==> src/rtl/mac_sched.sv <==
// Two-requester scheduler that time-shares one free-running 16x16/32-bit MAC:
// grants a job, clears the accumulator, streams the owner's pairs, returns the sum.
module mac_sched #(
  parameter int LEN_W = 8
) (
  input  logic               clk,
  input  logic               reset,
  input  logic [1:0]         req,
  input  logic [2*LEN_W-1:0] req_len,
  output logic [1:0]         gnt,
  input  logic [1:0]         op_valid,
  output logic [1:0]         op_ready,
  input  logic [31:0]        op_a,
  input  logic [31:0]        op_b,
  output logic               mac_clr,
  output logic [15:0]        mac_a,
  output logic [15:0]        mac_b,
  input  logic [31:0]        mac_acc,
  output logic               res_valid,
  input  logic               res_ready,
  output logic [31:0]        res_data,
  output logic               res_id
);

  typedef enum logic [2:0] {IDLE, CLEAR, RUN, DRAIN, DONE} state_t;

  state_t           state_q, state_d;
  logic             rr_q, rr_d;
  logic             owner_q, owner_d;
  logic [LEN_W-1:0] len_q, len_d;
  logic [LEN_W-1:0] count_q, count_d;
  logic [LEN_W-1:0] count_inc;
  logic [31:0]      res_data_q, res_data_d;
  logic             res_id_q, res_id_d;
  logic             win;
  logic [15:0]      own_a, own_b;

  assign own_a     = owner_q ? op_a[31:16] : op_a[15:0];
  assign own_b     = owner_q ? op_b[31:16] : op_b[15:0];
  assign count_inc = count_q + LEN_W'(1);

  assign res_valid = (state_q == DONE);
  assign res_data  = res_data_q;
  assign res_id    = res_id_q;

  always_comb begin
    state_d    = state_q;
    rr_d       = rr_q;
    owner_d    = owner_q;
    len_d      = len_q;
    count_d    = count_q;
    res_data_d = res_data_q;
    res_id_d   = res_id_q;
    gnt        = 2'b00;
    op_ready   = 2'b00;
    mac_clr    = 1'b0;
    mac_a      = '0;
    mac_b      = '0;
    win        = rr_q;

    case (state_q)
      IDLE: begin
        // gnt is combinational, so keep it quiet while reset is held
        if (req != 2'b00 && !reset) begin
          win     = (req == 2'b11) ? rr_q : req[1];
          gnt     = win ? 2'b10 : 2'b01;
          owner_d = win;
          len_d   = win ? req_len[2*LEN_W-1:LEN_W] : req_len[LEN_W-1:0];
          count_d = '0;
          state_d = CLEAR;
        end
      end
      CLEAR: begin
        mac_clr = 1'b1;
        state_d = (len_q == '0) ? DRAIN : RUN;
      end
      RUN: begin
        op_ready = owner_q ? 2'b10 : 2'b01;
        if (op_valid[owner_q]) begin
          mac_a   = own_a;
          mac_b   = own_b;
          count_d = count_inc;
          if (count_inc == len_q) state_d = DRAIN;
        end
      end
      DRAIN: begin
        res_data_d = mac_acc;
        res_id_d   = owner_q;
        state_d    = DONE;
      end
      DONE: begin
        if (res_ready) begin
          rr_d    = ~owner_q;
          state_d = IDLE;
        end
      end
      default: state_d = IDLE;
    endcase
  end

  always_ff @(posedge clk or posedge reset) begin
    if (reset) begin
      state_q    <= IDLE;
      rr_q       <= 1'b0;
      owner_q    <= 1'b0;
      len_q      <= '0;
      count_q    <= '0;
      res_data_q <= '0;
      res_id_q   <= 1'b0;
    end else begin
      state_q    <= state_d;
      rr_q       <= rr_d;
      owner_q    <= owner_d;
      len_q      <= len_d;
      count_q    <= count_d;
      res_data_q <= res_data_d;
      res_id_q   <= res_id_d;
    end
  end

endmodule
==> config.mk <==
export PLATFORM = sky130hd
export DESIGN_NAME = mac_sched
export DESIGN_NICKNAME = d
export VERILOG_FILES = /design/src/rtl/mac_sched.sv
export SDC_FILE = /design/constraint.sdc
export NUM_CORES = 1
export LEC_CHECK = 0
export CAP_MARGIN = 20
export CORE_UTILIZATION = 40
export DETAILED_ROUTE_END_ITERATION = 16
export GPL_ROUTABILITY_DRIVEN = 0
export GPL_TIMING_DRIVEN = 0
export PLACE_DENSITY = 0.94
export REMOVE_ABC_BUFFERS = 1
export SKIP_LAST_GASP = 1
export SLEW_MARGIN = 5
export SYNTH_ARGS = -nofsm -noshare
export SYNTH_HDL_FRONTEND = slang
export SYNTH_SLANG_ARGS = --single-unit
==> constraint.sdc <==
create_clock -name clk -period 5.5 [get_ports clk]
set_clock_uncertainty 0.1 [all_clocks]
set_input_delay 0.825 -clock clk [delete_from_list [all_inputs] [get_ports clk]]
set_output_delay 0.825 -clock clk [all_outputs]
set_load 0.005 [all_outputs]
# Word-level counts from Yosys, hierarchy flattened

Cells that the tools add are included.
W data, S select, Z words.

Register bits after elaboration: 54
Input bits: 119
Word-level logic and storage cells: 55
Memories kept: 0
Output and inout port bits: 71
Bits in latches: 0
Memory bits (read-only): 0
RAM bits: 0

Eq/ne operators: 10
Bitwise logic cells: 1
Divide/modulo/power cells: 0
Reduce and logical (&&, ||, !) cells: 10
Multiplexer cells: 25
$lt $le $gt $ge: 1
Shift-type cells: 0
Multipliers: 0
Add/subtract/negate cells: 1

Operators by type and width:

| kind                  | number |
|---|---|
| $mux W16              | 6 |
| $mux W8               | 3 |
| $pmux W8 S2           | 1 |
| $pmux W3 S5           | 1 |
| $mux W3               | 4 |
| $mux W2               | 5 |
| $add A8 B1 Y8 const B | 1 |
| $eq A8 B8 Y1          | 1 |
| $logic_not A8 Y1      | 1 |
| $eq A3 B2 Y1 const B  | 2 |
| $ne A2 B2 Y1 const B  | 3 |
| $mux W1               | 5 |
| $reduce_and A2 Y1     | 2 |
| $reduce_and A4 Y1     | 1 |
| $reduce_bool A2 Y1    | 2 |
| $eq A3 B1 Y1 const B  | 1 |
| $eq A3 B3 Y1 const B  | 1 |
| $logic_not A3 Y1      | 1 |
| $reduce_and A3 Y1     | 1 |
| $eq A2 B2 Y1 const B  | 1 |
| $lt A1 B2 Y1 const B  | 1 |
| $ne A2 B1 Y1 const B  | 1 |
| $logic_and A1 B1 Y1   | 1 |
| $logic_not A1 Y1      | 1 |
| $not A1 Y1            | 1 |

# Longest topological paths before layout

Gate-level depths: netlist of run 1.

Depth after elaboration: 5
Depth in mapped cells: 7
Mapped depth without buffers: 6

# Worst setup path after synthesis of run 1

OpenSTA, ideal clock, no wires.

Path type: input port to output port
Start: input reset
End: output gnt[1]
Data arrival time: 1.699 ns
Setup slack: 2.876 ns
Path buffers: 1
Stages: 4
Path through: o21bai_1 > or4_1 > clkbuf_1 > nor2_1

Longest elaborated chain between the ends: 4

RTL lines:

| item                       | RTL line | text |
|---|---|---|
| start, declared            | 7        | `input logic reset,` |
| $logic_not A1 Y1 (no line) | --       |  |
| $logic_and A1 B1 Y1        | 64       | `if (req != 2'b00 && !reset) begin` |
| $mux W2                    | 64       |  |
| $mux W2                    | 61       | `case (state_q)` |
| end, declared              | 10       | `output logic [1:0] gnt,` |

No other way between the ends.

# Worst setup path in the final report of run 1

Start: input op_valid[1]
End: output mac_a[6]

Longest elaborated chain between the ends: 4

RTL lines:

| item                                       | RTL line | text |
|---|---|---|
| start, declared                            | 11       | `input logic [1:0] op_valid,` |
| $mux W1 (not written as such) (2 in a row) | 79       | `if (op_valid[owner_q]) begin` |
| $mux W16                                   | 79       |  |
| $mux W16                                   | 61       |  |
| end, declared                              | 16       | `output logic [15:0] mac_a,` |

No other way between the ends. The select of a mux whose other input is x is not followed.

==> results of run 1 <==
[area by class of cell]
class / instances / area (um^2) / share of cell area, %
timing repair buffer: 194 / 1970 / 39.0
inverter: 4 / 15.0 / 0.297
multi-input combinational: 212 / 1500 / 29.6
clock buffer: 5 / 68.8 / 1.36
clock inverter: 3 / 28.8 / 0.569
tap: 99 / 124 / 2.45
sequential: 54 / 1350 / 26.8
[final timing paths]
check	to	slack, ns	cells after the start
max	mac_a[6]	1.64	6
min	res_id	0.39	2
max reg2reg	count_q[7]	3.24	6
min reg2reg	res_id	0.39	2
max in group asynchronous	res_data[8]	4.08	3
min in group asynchronous	rr_q	0.70	2
[per-stage QoR]
stage	util, %	hold slack [ns]
2_1_floorplan	-	0.343
3_3_place_gp	67.6	0.362
3_5_place_dp	68.7	0.371
4_1_cts	70.1	0.395
5_1_grt	70.1	0.430
6_report	70.1	0.389
[power by group through the flow]
stage          logic (W)  registers (W)  clock network, W
2_1_floorplan   0.000510       0.000750                 0
6_report         0.00112       0.000726          0.000233
3_3_place_gp     0.00103       0.000756                 0
3_5_place_dp     0.00113       0.000734                 0
5_1_grt          0.00122       0.000750          0.000256
4_1_cts          0.00114       0.000726          0.000241
[worst max-delay path, stage by stage]
cell             delay, ns
clkdlybuf4s50_1       0.39
mux2i_1               0.26
or2_1                 0.66
buf_8                 0.26
nor2_1                0.08
clkdlybuf4s50_1       0.46
[placed cells by master (no fill, tap or decap), types with 3 or more instances in the layout]
cell,count
mux2_2,32
nand2b_1,5
mux2i_1,41
inv_1,3
o21ai_1,3
nand3_1,4
a21oi_1,4
o31ai_1,3
nor3_1,3
o21ai_0,20
xor2_1,7
clkdlybuf4s50_1,189
nor2_1,44
nand2_1,21
dfrtp_1,53
clkbuf_8,5
[layer usage]
layer / vias to the layer above / global-route usage [%]
li1: 1364 / -
met1: 1310 / 22.9
met2: 150 / 41.8
met3: 8 / 5.09
met4: 0 / 5.43
met5: - / 0
[Yosys cell counts (all sizes together)]
cell	n	share of area, %
nor2b	2	0.42
a21o	1	0.25
dfrtp	54	46
xor2	7	2.1
and4	1	0.30
and3	1	0.21
o32ai	1	0.30
inv	4	0.51
o21ai	23	3.9
nand3	4	0.67
mux2i	41	14
or3b	1	0.38
and2	2	0.42
xnor2	2	0.59
nand3b	2	0.51
o22ai	1	0.21
clkbuf	6	0.76
o2bb2ai	1	0.30
a221o	1	0.34
o31ai	3	0.76
mux2	32	12
a21oi	4	0.67
a22o	1	0.30
o21bai	1	0.25
o211a	1	0.34
or2	1	0.21
nor4	2	0.42
ha	1	0.42
nor3	3	0.51
nand2	21	2.7
nor2	44	5.6
buf	10	2.7
nand4	1	0.21
nand2b	5	1.1
or4	1	0.25
[logic make-up (layout without fill, tap and decap cells)]
family / count (synthesis) / count (layout) / share of synthesized area [%]
xor gates and xnor gates: 9 / 9 / 2.66
muxes: 73 / 73 / 26.0
adders and majority gates: 1 / 1 / 0.422
DFF: 54 / 54 / 45.6
AOI/OAI and AO/OA: 38 / 38 / 7.59
and+or+nand+nor: 91 / 91 / 13.8
buffers and inverters: 20 / 206 / 4.01
[registers in the layout, summed over array words and instances, names as in the netlist]
| register | cells |
|---|---|
| len_q | 8 |
| res_id | 1 |
| count_q | 8 |
| res_data | 32 |
| state_q | 3 |
| owner_q | 1 |
| rr_q | 1 |
==> metrics.log, run 1 <==
INFO  metric status = finished clean
INFO  metric placed_inst_area = 4960 um^2
INFO  metric postSynthRegisterBits = 54
INFO  metric io_pins = 190
INFO  metric nets = 591
INFO  metric first_global_vias = 2876
INFO  metric grt_pass1_wl = 12900 um
INFO  metric post_synth_instance_area = 2970 um^2
INFO  metric timing.critical_path.from_type = input port
INFO  metric setup_repair_after_global_routing_missed_its_margin = false
INFO  metric power.internal = 0.00138 W
INFO  metric comb_power_share = 54.0%
INFO  metric drv.max_cap_violation_count = 0
INFO  metric die_height = 88.1 um
INFO  metric setup.worst_path.class = in2out
INFO  metric ant_nets = 0
INFO  metric antenna_found_initial = 0
INFO  metric met2_wirelength = 4530 um
INFO  metric num_vias = 2832
INFO  metric post_route_cells_drive_above_1_share = 10.2%
INFO  metric synth_cells = 286
INFO  metric static-leakage-power = 2.09 nW
INFO  metric floorplan.rows = 31
INFO  metric crit-reg2reg-launch = owner_q
INFO  metric drt_pass1_iterations = 4
INFO  metric cts_buffers = 5
INFO  metric postSynthAreaPerCell = 10.4 um^2
INFO  metric die_width = 88.1 um
INFO  metric number_of_warning_messages_in_the_yosys_log = 0
INFO  metric ctsRootBufferMaster = clkbuf_8
INFO  metric placeableCoreArea = 7210 um^2
INFO  metric timing_worst_slew_pin_value = 0.927 ns
INFO  metric grt_start_max_net_pins = 41
INFO  metric die-area = 7770 um^2
INFO  metric totalNegativeSetupSlack = 0 ns
INFO  metric max_clock_freq = 259 MHz
INFO  metric pre_cts_ws = 1.64 ns
INFO  metric worstSetupStartpoint = op_valid[1]
INFO  metric final_routed_wirelength_across_all_metal_layers = 8410 um
INFO  metric peakVddDrop = 0.239 mV
INFO  metric power_per_cell_area = 412 nW/um^2
INFO  metric drc = 0
INFO  metric cp.required = 4.58 ns
INFO  metric crit_path_end_kind = output port
INFO  metric hold_viol_final = 0
INFO  metric stdcell_count = 571
INFO  metric routedWlPerCell = 14.7 um
INFO  metric post_cts_resize_count = 0
INFO  metric route.detailed.vias_per_inst = 4.96
INFO  metric clock_path_buffers = 2
INFO  metric grt_remaining_overflow = 0
INFO  metric yosys.cell_types.count = 39
INFO  metric clk-insertion-delay-late = 0.31 ns
INFO  metric seq_power_share = 34.9%
INFO  metric count_of_endpoints_failing_setup_in_the_final_report = 0
INFO  metric clockPowerShare = 11.2%
INFO  metric wl_met1 = 3100 um
INFO  metric routed.top_layer = met4
INFO  metric crit_fanout = 22
INFO  metric final_min_period_over_clock_period = 70.2%
INFO  metric routed-wl-met3 = 696 um
INFO  metric layout_setup_ws = 1.64 ns
INFO  metric holdCritPathClass = reg2reg
INFO  metric timing_max_transition_violations_final = 0
INFO  metric tritoncts_clock_tree = yes
INFO  metric period_minus_slack = 3.86 ns
INFO  metric worstHoldStart = res_id
INFO  metric synth-seq-area-share = 45.6%
INFO  metric port_buffers = 189
INFO  metric ctsHtreeMaxLevel = 2
INFO  metric numClockSinks = 54
INFO  metric number_of_antenna_repair_diodes = 0
INFO  metric post_cts.repair.setup_buffers = 0
INFO  metric relSlewSlack = 38.0%
INFO  metric post-layout-total-power = 0.00208 W
INFO  metric worst_setup_hold_path_clk_slew = 0.11 ns
INFO  metric synthToLayoutAreaGrowth = 70.4%
INFO  metric placed_cells = 563
INFO  metric grt_util_all_layers = 21.4%
INFO  metric switching_share = 33.8%
INFO  metric hpwl = 6850 um
INFO  metric initial_utilization = 41.1%
INFO  metric final_design_area_no_fill = 5050 um^2
INFO  metric worstPathArrival = 2.93 ns
INFO  metric p_switching = 0.000705 W
INFO  metric cts_hold_buffers = 0
INFO  metric final.fill_count = 496
INFO  metric drt_iter0_markers = 69
Note: power is estimated with default switching activity, not from simulation.
==> run 2, diff against run 1 <==
Settings changed: CORE_UTILIZATION 40 to 37, PLACE_DENSITY 0.94 to 0.89.
Clock period 5.5 ns to 4 ns, I/O delays scaled along.
==> metrics.log, run 2 (synthesized netlist as in run 1, its figures left out) <==
INFO  metric layout_commonest_cell = clkdlybuf4s50_1 (unchanged)
INFO  metric tritoncts_clock_tree = yes (unchanged)
INFO  metric grt_util_all_layers = 20.1% (was 21.4%)
INFO  metric num_vias = 2822 (was 2832)
INFO  metric die_width = 91.5 um (was 88.1 um)
INFO  metric antenna_found_initial = 0 (unchanged)
INFO  metric number_of_antenna_repair_diodes = 0 (unchanged)
INFO  metric die_height = 91.5 um (was 88.1 um)
INFO  metric mostFrequentLayoutCells = clkdlybuf4s50_1, dfrtp_1, nor2_1, mux2i_1, mux2_2 (unchanged)
INFO  metric drt_pass1_iterations = 4 (unchanged)
INFO  metric setup_repair_after_global_routing_missed_its_margin = false (unchanged)
INFO  metric wl_met1 = 3180 um (was 3100 um)
INFO  metric final_routed_wirelength_across_all_metal_layers = 8230 um (was 8410 um)
INFO  metric cp.required = 3.30 ns (was 4.58 ns)
INFO  metric max_clock_freq = 293 MHz
INFO  metric crit_slowest_cell = or4_1 (was or2_1)
INFO  metric hpwl = 6590 um (was 6850 um)
INFO  metric ctsRootBufferMaster = clkbuf_8 (unchanged)
INFO  metric grt_pass1_wl = 13500 um (was 12900 um)
INFO  metric ant_nets = 0 (unchanged)
INFO  metric route.detailed.vias_per_inst = 4.91 (was 4.96)
INFO  metric placeableCoreArea = 7730 um^2 (was 7210 um^2)
INFO  metric chain_of_cells_forming_the_critical_path = clkdlybuf4s50_1 -> o21bai_1 -> or4_1 -> nor2_1 -> clkdlybuf4s50_1 (was clkdlybuf4s50_1 -> mux2i_1 -> or2_1 -> buf_8 -> nor2_1 -> clkdlybuf4s50_1)
INFO  metric drc = 0 (unchanged)
INFO  metric crit_path_end_kind = output port (unchanged)
INFO  metric die-area = 8380 um^2 (was 7770 um^2)
INFO  metric timing.critical_path.from_type = input port (unchanged)
INFO  metric drv.max_cap_violation_count = 0 (unchanged)
INFO  metric static-leakage-power = 2.11 nW (was 2.09 nW)
INFO  metric io_pins = 190 (unchanged)
INFO  metric ctsHtreeMaxLevel = 2 (unchanged)
INFO  metric floorplan.rows = 32 (was 31)
INFO  metric clk-insertion-delay-late = 0.30 ns (was 0.31 ns)
INFO  metric routed.top_layer = met4 (unchanged)
INFO  metric worstPathArrival = 2.72 ns (was 2.93 ns)
INFO  metric drt_iter0_markers = 138 (was 69)
INFO  metric hold_viol_final = 0 (unchanged)
INFO  metric cts_hold_buffers = 0 (unchanged)
INFO  metric post_route_cells_drive_above_1_share = 10.1% (was 10.2%)
INFO  metric crit_fanout = 18 (was 22)
INFO  metric nets = 592 (was 591)
INFO  metric holdCritPathClass = reg2reg (unchanged)
INFO  metric synthToLayoutAreaGrowth = 72.3% (was 70.4%)
INFO  metric pre_cts_ws = 0.586 ns (was 1.64 ns)
INFO  metric post_cts.repair.setup_buffers = 0 (unchanged)
INFO  metric final.fill_count = 575 (was 496)
INFO  metric relSlewSlack = 58.8% (was 38.0%)
INFO  metric initial_utilization = 38.4% (was 41.1%)
INFO  metric first_global_vias = 2926 (was 2876)
INFO  metric grt_remaining_overflow = 0 (unchanged)
INFO  metric crit_path_frequent_cell = clkdlybuf4s50_1 (unchanged)
INFO  metric timing.critical_path.slowest_cell_delay = 0.69 ns (was 0.66 ns)
INFO  metric setup.worst_path.class = in2out (unchanged)
INFO  metric layout_setup_ws = 0.582 ns (was 1.64 ns)
INFO  metric placed_inst_area = 5000 um^2 (was 4960 um^2)
INFO  metric cts_buffers = 5 (unchanged)
INFO  metric timing_max_transition_violations_final = 0 (unchanged)
INFO  metric grt_start_max_net_pins = 34 (was 41)
INFO  metric count_of_endpoints_failing_setup_in_the_final_report = 0 (unchanged)
INFO  metric post_cts_resize_count = 0 (unchanged)
INFO  metric largest_register_ffs = 32 (unchanged)
INFO  metric timing_worst_slew_pin_value = 0.618 ns (was 0.927 ns)
INFO  metric met2_wirelength = 4130 um (was 4530 um)
INFO  metric numClockSinks = 54 (unchanged)
INFO  metric routedWlPerCell = 14.3 um (was 14.7 um)
INFO  metric status = finished clean (unchanged)
INFO  metric totalNegativeSetupSlack = 0 ns (unchanged)
INFO  metric final_design_area_no_fill = 5110 um^2 (was 5050 um^2)
INFO  metric worst_setup_hold_path_clk_slew = 0.09 ns (was 0.11 ns)
INFO  metric peakVddDrop = 0.262 mV (was 0.239 mV)
INFO  metric final_min_period_over_clock_period = 85.5%
INFO  metric routed-wl-met3 = 736 um (was 696 um)
INFO  metric clock_path_buffers = 2 (unchanged)
INFO  metric period_minus_slack = 3.42 ns
INFO  metric port_buffers = 189 (unchanged)
INFO  metric power_per_cell_area = 574 nW/um^2 (was 412 nW/um^2)
==> run 2: cell count changes in the layout (fill, tap and decap cells not counted), sizes merged <==
cell      before  now
clkinv         2    0
bufinv         0    1
clkinvlp       0    1
buf            5    6
inv            5    4
clkbuf         5    6
==> run 2: final timing paths <==
path | startpoint | endpoint | slack (ns) | cells past startpoint
hold / removal | count_q[7] | count_q[7] | 0.40 | 1
setup reg to reg | owner_q | count_q[2] | 1.75 | 6
max in group asynchronous | reset | res_data[24] | 2.73 | 3
min in group asynchronous | reset | rr_q | 0.54 | 2
setup / recovery | reset | gnt[1] | 0.58 | 5
hold reg to reg | count_q[7] | count_q[7] | 0.40 | 1
==> run 2: layout make-up <==
cell class | instances | area [um^2] | area share, %
Inverter | 4 | 15.0 | 0.294
Timing Repair Buffer | 195 | 2010 | 39.3
Tap cell | 102 | 128 | 2.50
Multi-Input combinational cell | 212 | 1500 | 29.3
Clock buffer | 6 | 72.6 | 1.42
Sequential cell | 54 | 1350 | 26.5
Clock inverter | 2 | 37.5 | 0.734
==> run 2: critical path, delay by kind of cell <==
| family | cells | cell delay [ns] |
|---|---|---|
| buf+inv | 2 | 0.98 |
| simple gates | 2 | 0.93 |
| compound gates | 1 | 0.20 |
==> run 2: layer usage <==
metal	vias to the layer above	GRT usage, %
li1	1369	-
met1	1281	22.7
met2	158	36.2
met3	14	5.19
met4	0	7.28
met5	-	0
==> run 2: metrics by stage <==
step / utilization, % / cells / hold slack [ns] / power (W)
2_1_floorplan: - / 270 / 0.343 / 0.00173
3_3_place_gp: 63.2 / 561 / 0.366 / 0.00248
3_5_place_dp: 64.7 / 567 / 0.389 / 0.00259
4_1_cts: 66.1 / 575 / 0.402 / 0.00296
5_1_grt: 66.1 / 575 / 0.422 / 0.00314
6_report: 66.1 / 575 / 0.398 / 0.00293
==> run 2: power breakdown <==
group          switching [W]  internal [W]
Clock               0.000172      0.000187
Sequential          0.000214      0.000801
Combinational       0.000570      0.000988
